==> src/rtl/timer_pkg.sv <==
// Shared types and constants for bus_timer: FSM states, register offsets,
// CTRL field positions, MODE encodings and the byte-lane merge helper.
package timer_pkg;

  typedef enum logic [1:0] {
    ST_IDLE,
    ST_LOAD,
    ST_CNT,
    ST_INT
  } state_e;

  localparam logic [31:0] CTRL_OFF   = 32'h0000_0000;
  localparam logic [31:0] PRESET_OFF = 32'h0000_0004;
  localparam logic [31:0] COUNT_OFF  = 32'h0000_0008;

  localparam int CTRL_EN_BIT   = 0;
  localparam int CTRL_MODE_LSB = 1;
  localparam int CTRL_IM_BIT   = 3;

  localparam logic [1:0] MODE_ONESHOT = 2'd0;
  localparam logic [1:0] MODE_RELOAD  = 2'd1;

  // Replace only the byte lanes whose enable bit is set.
  function automatic logic [31:0] byte_merge(input logic [31:0] old_val,
                                             input logic [31:0] new_val,
                                             input logic [3:0]  be);
    logic [31:0] res;
    res = old_val;
    for (int i = 0; i < 4; i++) begin
      if (be[i]) res[8*i +: 8] = new_val[8*i +: 8];
    end
    return res;
  endfunction

endpackage

==> src/rtl/bus_timer.sv <==
// Memory-mapped down-counter with CTRL/PRESET/COUNT registers and a maskable irq.
// Define TIMER_AUTO_RELOAD_EN to enable MODE=1 (periodic auto-reload).
module bus_timer
  import timer_pkg::*;
#(
  parameter logic [31:0] BASE_ADDR = 32'h0000_7f00
) (
  input  logic        clk,
  input  logic        reset,
  input  logic [31:0] addr,
  input  logic [3:0]  byteen,
  input  logic [31:0] wdata,
  output logic [31:0] rdata,
  output logic        irq
);

  localparam logic [31:0] CTRL_ADDR   = BASE_ADDR + CTRL_OFF;
  localparam logic [31:0] PRESET_ADDR = BASE_ADDR + PRESET_OFF;
  localparam logic [31:0] COUNT_ADDR  = BASE_ADDR + COUNT_OFF;

  state_e      state_q, state_d;
  logic        en_q, en_d;
  logic [1:0]  mode_q, mode_d;
  logic        im_q, im_d;
  logic [31:0] preset_q, preset_d;
  logic [31:0] count_q, count_d;
  logic        pend_q, pend_d;

  logic        sel_ctrl, sel_preset, sel_count;
  logic        wr_ctrl, wr_preset, reload;
  logic [31:0] ctrl_rd, ctrl_fsm, ctrl_wr;
  logic        unused_bits;

  assign sel_ctrl   = (addr[31:2] == CTRL_ADDR[31:2]);
  assign sel_preset = (addr[31:2] == PRESET_ADDR[31:2]);
  assign sel_count  = (addr[31:2] == COUNT_ADDR[31:2]);
  assign wr_ctrl    = sel_ctrl   && (byteen != 4'b0000);
  assign wr_preset  = sel_preset && (byteen != 4'b0000);
  assign reload     = (mode_q == MODE_RELOAD);

  always_comb begin
    ctrl_rd                          = '0;
    ctrl_rd[CTRL_EN_BIT]             = en_q;
    ctrl_rd[CTRL_MODE_LSB +: 2]      = mode_q;
    ctrl_rd[CTRL_IM_BIT]             = im_q;
  end

  always_comb begin
    rdata = '0;
    if (sel_ctrl)        rdata = ctrl_rd;
    else if (sel_preset) rdata = preset_q;
    else if (sel_count)  rdata = count_q;
  end

  assign irq = im_q & pend_q;

  // NOTE: every signal written here gets a default first so no path leaves it unassigned (no latches).
  always_comb begin
    state_d  = state_q;
    en_d     = en_q;
    mode_d   = mode_q;
    im_d     = im_q;
    preset_d = preset_q;
    count_d  = count_q;
    pend_d   = pend_q;

    case (state_q)
      ST_IDLE: begin
        if (en_q) begin
          state_d = ST_LOAD;
          pend_d  = 1'b0;
        end
      end
      ST_LOAD: begin
        count_d = preset_q;
        state_d = ST_CNT;
      end
      ST_CNT: begin
        if (!en_q) begin
          state_d = ST_IDLE;
        end else if (count_q > 32'd1) begin
          count_d = count_q - 32'd1;
        end else begin
          // PRESET=0 lands here too, so it behaves like PRESET=1 and never wraps.
          count_d = '0;
          pend_d  = 1'b1;
          state_d = ST_INT;
        end
      end
      ST_INT: begin
        state_d = ST_IDLE;
        if (reload) pend_d = 1'b0;
        else        en_d   = 1'b0;
      end
      default: state_d = ST_IDLE;
    endcase

    // Bus writes are merged over the FSM's CTRL result, so a CPU write wins.
    ctrl_fsm                     = '0;
    ctrl_fsm[CTRL_EN_BIT]        = en_d;
    ctrl_fsm[CTRL_MODE_LSB +: 2] = mode_d;
    ctrl_fsm[CTRL_IM_BIT]        = im_d;
    ctrl_wr = byte_merge(ctrl_fsm, wdata, byteen);

    if (wr_ctrl) begin
      en_d = ctrl_wr[CTRL_EN_BIT];
      im_d = ctrl_wr[CTRL_IM_BIT];
`ifdef TIMER_AUTO_RELOAD_EN
      mode_d = ctrl_wr[CTRL_MODE_LSB +: 2];
`endif
    end

    if (wr_preset) preset_d = byte_merge(preset_q, wdata, byteen);
  end

  assign unused_bits = ^{addr[1:0], ctrl_wr[31:4], ctrl_wr[2:1]};

  // NOTE: state flops use non-blocking assignments so all registers update together at the edge.
  always_ff @(posedge clk or negedge reset) begin
    if (!reset) begin
      state_q  <= ST_IDLE;
      en_q     <= 1'b0;
      mode_q   <= MODE_ONESHOT;
      im_q     <= 1'b0;
      preset_q <= '0;
      count_q  <= '0;
      pend_q   <= 1'b0;
    end else begin
      state_q  <= state_d;
      en_q     <= en_d;
      mode_q   <= mode_d;
      im_q     <= im_d;
      preset_q <= preset_d;
      count_q  <= count_d;
      pend_q   <= pend_d;
    end
  end

endmodule
==> config.mk <==
export PLATFORM = sky130hd
export DESIGN_NAME = bus_timer
export DESIGN_NICKNAME = d
export VERILOG_FILES = /design/src/rtl/timer_pkg.sv /design/src/rtl/bus_timer.sv
export SDC_FILE = /design/constraint.sdc
export NUM_CORES = 1
export LEC_CHECK = 0
export ABC_AREA = 0
export CELL_PAD_IN_SITES_DETAIL_PLACEMENT = 1
export CELL_PAD_IN_SITES_GLOBAL_PLACEMENT = 2
export CORE_MARGIN = 4
export CORE_UTILIZATION = 30
export DETAILED_ROUTE_END_ITERATION = 10
export PLACE_DENSITY_LB_ADDON = 0.12
export SLEW_MARGIN = 10
export SYNTH_ARGS = -nofsm -noshare
export SYNTH_HDL_FRONTEND = slang
export SYNTH_SLANG_ARGS = --single-unit
==> constraint.sdc <==
create_clock -name clk -period 3.64 [get_ports clk]
set_input_delay 0.728 -clock clk [delete_from_list [all_inputs] [get_ports clk]]
set_output_delay 0.728 -clock clk [all_outputs]
set_load 0.02 [all_outputs]
==> impl_metrics.py, run 1 <==
metrics = {
    "cts": {
        "htreeDepth": 3,
        "clock_latency_ps": 330,
        "holdBufCountCts": 0,
        "cts_buffers": 9,
        "ctsRootBufferMaster": "clkbuf_16",
        "clkTransAtPathRegs_ps": 60,
        "cts_tree": "yes",
        "cts.sinks": 69,
        "cts_buffer_depth": 2,
    },
    "grt": {
        "overflow": 0,
        "grt_pass1_vias": 3869,
        "grt_max_degree": 46,
        "grt_usage": 0.179,
        "antenna_found_initial": 0,
        "grt_pass1_wl_um": 20800,
    },
    "finish": {
        "post-route-cell-area_um2": 5300,
        "num_antenna_cells": 0,
        "nets": 557,
        "nFillCells": 1442,
        "final_cell_mix": "dfrtp_1, clkdlybuf4s50_1, mux2_2, nand2_1, a22o_1",
        "fin_util": 0.419,
        "drive_above_1_share": 0.214,
        "areaGrowthSynthToFinish_pct": 36.6,
    },
    "synthesis": {
        "syn_area_per_cell_um2": 10.1,
        "syn_nets": 458,
        "yosysSeqAreaShare": 0.445,
        "synth_seq_cells": 69,
        "synth_area_leaders": "dfrtp_1, mux2_2, a22o_1",
        "netlist_instances": 386,
        "synthArstFlopShare": 1.00,
        "synth_area_um2": 3880,
        "ys.flop_type": "dfrtp_1",
        "synth_edf_count": 0,
        "ys.warnings.count": 0,
        "ys_types": 53,
        "synth_top_area_frac": 0.445,
        "yosysTopAreaCell": "dfrtp_1",
    },
    "setup_path": {
        "reg2reg_depth": 10,
        "cp.required_ps": 2910,
        "start_kind": "primary input",
        "crit_path_start": "addr[22]",
        "crit_path_max_fanout": 17,
        "cp-end-kind": "primary output",
        "r2r_end": "count_q[28]",
        "worstPathArrival_ps": 2790,
        "worstReg2RegStart": "count_q[0]",
        "ff2ff_setup_slack_ps": 700,
        "critical_path_class": "primary input to primary output",
        "critPathCapture": "rdata[1]",
    },
    "placed_design": {
        "hpwl_um": 9080,
        "globalplace.congestion": 0.797,
        "port_buffers": 100,
        "place_area_um2": 5130,
    },
    "sta": {
        "max_freq_mhz": 285,
        "relSlewSlack": 0.301,
        "finalCriticalPeriod_ps": 3510,
        "rsz0062_at_grt": "no",
        "worst_pin_slew_ps": 1050,
        "slew_viol_final": 0,
        "tns_ps": 0,
        "holdWs_ps": 522,
        "finalCritPeriodShare": 0.965,
        "hold_viol": 0,
        "setup_viol": 0,
        "skew_ps": 5.30,
    },
    "run": {
        "max_cap_violations": 0,
    },
    "floorplanning": {
        "placementRows": 41,
        "die_y_um": 122,
        "start_util": 0.307,
        "core_area_um2": 12700,
        "die_w_um": 122,
        "dieArea_um2": 14800,
        "io_pins": 103,
    },
    "power_and_ir_drop": {
        "power.total_w": 0.00174,
        "power.static_leakage_nw": 2.45,
        "worst_ir_drop_vdd_mv": 0.153,
        "cellPowerDensity_nw_per_um2": 328,
    },
    "detailed_routing": {
        "route.vias.total": 3581,
        "wl_per_cell_um": 19.2,
        "first_pass_iters": 4,
        "first_iter_violations": 138,
        "drc": 0,
        "wl_um": 12700,
        "vias_per_cell": 5.43,
        "ant_nets": 0,
    },
    "status": {
        "status": "complete, no violations",
    },
    "min_path": {
        "min_path_type": "flop to flop",
    },
}
-- cell families after synthesis --
family,share of synthesized area
AOI/OAI and AO/OA,0.211
adders and majority gates,0.00644
and+or+nand+nor,0.203
DFF,0.445
buffers and inverters,0.0316
muxes,0.103
-- critical path, stage by stage --
cell and delay [ps]:
clkdlybuf4s50_1 430, nor4b_2 280, nand4_1 150, nor3_2 220
buf_4 150, and3b_2 250, buf_12 170, a22o_1 160
clkdlybuf4s15_2 260
-- worst min path at each step --
stage / depth (start not counted) / slack (ps) / to / start
after floorplan: 0 / 430 / count_q[0] / reset
after global placement: 2 / 500 / count_q[11] / preset_q[11]
after detailed placement: 2 / 510 / count_q[29] / preset_q[29]
after CTS: 2 / 530 / count_q[29] / preset_q[29]
after global routing: 1 / 560 / preset_q[8] / preset_q[8]
final: 2 / 520 / count_q[29] / preset_q[29]
-- routing by layer --
layer | GRT usage | wire, um | up-vias
li1 | - | - | 1691
met1 | 0.234 | 5790 | 1821
met2 | 0.299 | 6300 | 59
met3 | 0.0413 | 430 | 10
met4 | 0.0441 | 145 | 0
met5 | 0 | 0 | -
-- cell type report --
class	count	area (um2)	area share
sequential	69	1730	0.326
tap	172	215	0.0406
timing repair buffer	113	993	0.187
clock buffer	11	253	0.0477
clock inverter	2	35.0	0.00661
multi-input combinational	287	2060	0.389
inverter	5	18.8	0.00354
-- stage by stage --
stage                     std cells  setup WS, ps
final                           659           126
after global routing            659          11.6
after CTS                       659          2.09
after detailed placement        646          -400
after global placement          646          -335
after floorplan                 386           578
-- where the power goes --
group / switching [W] / leakage, nW / internal (W)
Clock: 0.000323 / 0.143 / 0.000555
Combinational: 0.0000291 / 1.34 / 0.0000664
Sequential: 0.000000000156 / 0.959 / 0.000767
Total: 0.000352 / 2.45 / 0.00139
-- sequential cells by signal (all words and copies together) (netlist names) --
register,count
count_q,32
preset_q,32
en_q,1
pend_q,1
im_q,1
state_q,2
-- what timing repair did --
action	4_1_cts	5_1_grt
pin swaps	0	1
endpoints found under the setup margin	30	30
hold endpoints to repair	0	0
resized for setup	72	31
setup buffers	0	0
-- cells in the mapped netlist, types with 9 or more instances --
cell	n
nand2_1	32
nor3_1	10
a22oi_1	10
a22o_1	30
a21oi_1	9
dfrtp_1	69
nor2_1	15
nand3_1	24
mux2_2	33
o21ai_0	15
and2_1	9
clkbuf_1	22
or3_1	10
No activity file was read; power rests on OpenSTA's default activity.
==> inputs of run 2 (changes only) <==
- TNS_END_PERCENT: not set -> 1
==> run 2 against run 1 <==
Sequential power about the same. Utilization increased by 0.099 points. Routed wire length decreased by 0.12%. Hold slack unchanged.
==> impl_metrics.py, run 2 (synthesis results as in run 1) <==
metrics = {
    "cts": {
        "clkTransAtPathRegs_ps": 60,
        "cts.sinks": 69,
        "cts_buffer_depth": 2,
        "cts_setup_buffers": 0,
        "ctsRootBufferMaster": "clkbuf_16",
        "htreeDepth": 3,
        "cts_buffers": 9,
        "clock_latency_ps": 330,
        "holdBufCountCts": 0,
        "cts_tree": "yes",
    },
    "grt": {
        "grt_max_degree": 46,
        "overflow": 0,
        "antenna_found_initial": 0,
        "grt_pass1_wl_um": 20800,
        "grt_usage": 0.179,
        "grt_pass1_vias": 3869,
    },
    "detailed_routing": {
        "first_pass_iters": 4,
        "wl_um": 12700,
        "vias_per_cell": 5.43,
        "wl_met1_um": 5770,
        "met2WireLength_um": 6290,
        "ant_nets": 0,
        "route.top_layer_used": "met4",
        "wl_per_cell_um": 19.2,
        "drc": 0,
        "route.vias.total": 3576,
        "first_iter_violations": 131,
        "route.met3.wl_um": 438,
    },
    "floorplanning": {
        "dieArea_um2": 14800,
        "core_area_um2": 12700,
        "die_y_um": 122,
        "start_util": 0.307,
        "die_w_um": 122,
        "io_pins": 103,
        "placementRows": 41,
    },
    "min_path": {
        "hold_start": "preset_q[29]",
        "min_path_type": "flop to flop",
    },
    "power_and_ir_drop": {
        "worst_ir_drop_vdd_mv": 0.153,
        "cellPowerDensity_nw_per_um2": 328,
        "power.static_leakage_nw": 2.44,
    },
    "finish": {
        "final_cell_mix": "dfrtp_1, clkdlybuf4s50_1, mux2_2, nand2_1, a22o_1",
        "seq_area_um2": 1730,
        "areaGrowthSynthToFinish_pct": 36.9,
        "drive_above_1_share": 0.214,
        "nets": 557,
        "multi_input_area_um2": 2060,
        "nFillCells": 1439,
        "fin_util": 0.420,
        "reg_top3": "count_q: 32 flops, preset_q: 32 flops, state_q: 2 flops",
        "num_antenna_cells": 0,
    },
    "setup_path": {
        "crit_path_start": "addr[22]",
        "start_kind": "primary input",
        "critical_path_class": "primary input to primary output",
        "worstReg2RegStart": "count_q[0]",
        "crit_path_max_fanout": 17,
        "cp-end-kind": "primary output",
        "worstPathArrival_ps": 2830,
        "cp.required_ps": 2910,
    },
    "placed_design": {
        "hpwl_um": 9080,
        "pre_cts_slack_ps": -400,
        "globalplace.congestion": 0.797,
        "port_buffers": 100,
    },
    "sta": {
        "max_freq_mhz": 281,
        "finalCriticalPeriod_ps": 3560,
        "finalCritPeriodShare": 0.978,
        "relSlewSlack": 0.300,
        "skew_ps": 5.34,
        "rsz0062_at_grt": "yes",
        "worst_pin_slew_ps": 1050,
        "hold_viol": 0,
        "fin_ws_ps": 81.5,
        "slew_viol_final": 0,
        "setup_viol": 0,
    },
    "run": {
        "max_cap_violations": 0,
    },
    "status": {
        "status": "complete, no violations",
    },
}
-- run 2: cell types whose count changed in the layout (fill, tap and decap cells not counted), sizes merged --
cell           previous run  this run
clkdlybuf4s15             2         4
buf                      22        20
-- run 2: final timing paths --
path / to / slack [ps] / cells after the start
max reg2reg: count_q[28] / 700 / 10
min in group asynchronous: preset_q[25] / 590 / 1
max in group asynchronous: preset_q[15] / 2250 / 2
max: rdata[5] / 80 / 9
min: count_q[29] / 520 / 2
min reg2reg: count_q[29] / 520 / 2
-- run 2: report_power, final --
part	internal [W]	switching (W)
clock	0.000555	0.000324
combinational	0.0000664	0.0000291
sequential	0.000767	0.000000000156
-- run 2: area by class of cell --
cell class | count | share of cell area
multi-input cells | 287 | 0.388
flip-flops and latches | 69 | 0.325
repair buffers | 113 | 0.189
clock buffers | 11 | 0.0475
well taps | 172 | 0.0405
clock inverters | 2 | 0.00659
inverters | 5 | 0.00353
-- run 2: metal layers --
layer	up-vias	global-route usage
met4	0	0.0441
met1	1816	0.234
met3	10	0.0413
met5	-	0
met2	59	0.299
li1	1691	-
-- run 2: repair_timing --
item | 4_1_cts | 5_1_grt
resized for setup | 72 | 29
endpoints found under the setup margin | 30 | 30
pin swaps | 0 | 0
-- run 2: stage by stage --
| step | setup TNS [ps] | hold WS [ps] | power (W) | std cells | cell area [um2] |
|---|---|---|---|---|---|
| after floorplan | 0 | 432 | 0.000785 | 386 | 3880 |
| after global placement | -9050 | 498 | 0.000875 | 646 | 5130 |
| after detailed placement | -10980 | 512 | 0.000877 | 646 | 5130 |
| after CTS | 0 | 525 | 0.00177 | 659 | 5440 |
| after global routing | 0 | 558 | 0.00181 | 659 | 5320 |
| final | 0 | 522 | 0.00174 | 659 | 5320 |
-- run 2: worst max-delay path, cell delays in order --
cell and delay [ps]:
clkdlybuf4s50_1 430, nor4b_2 280, nand4_1 150, nor3_2 220, buf_4 150, and3b_2 250
buf_12 170, a22o_1 190, clkdlybuf4s15_2 270
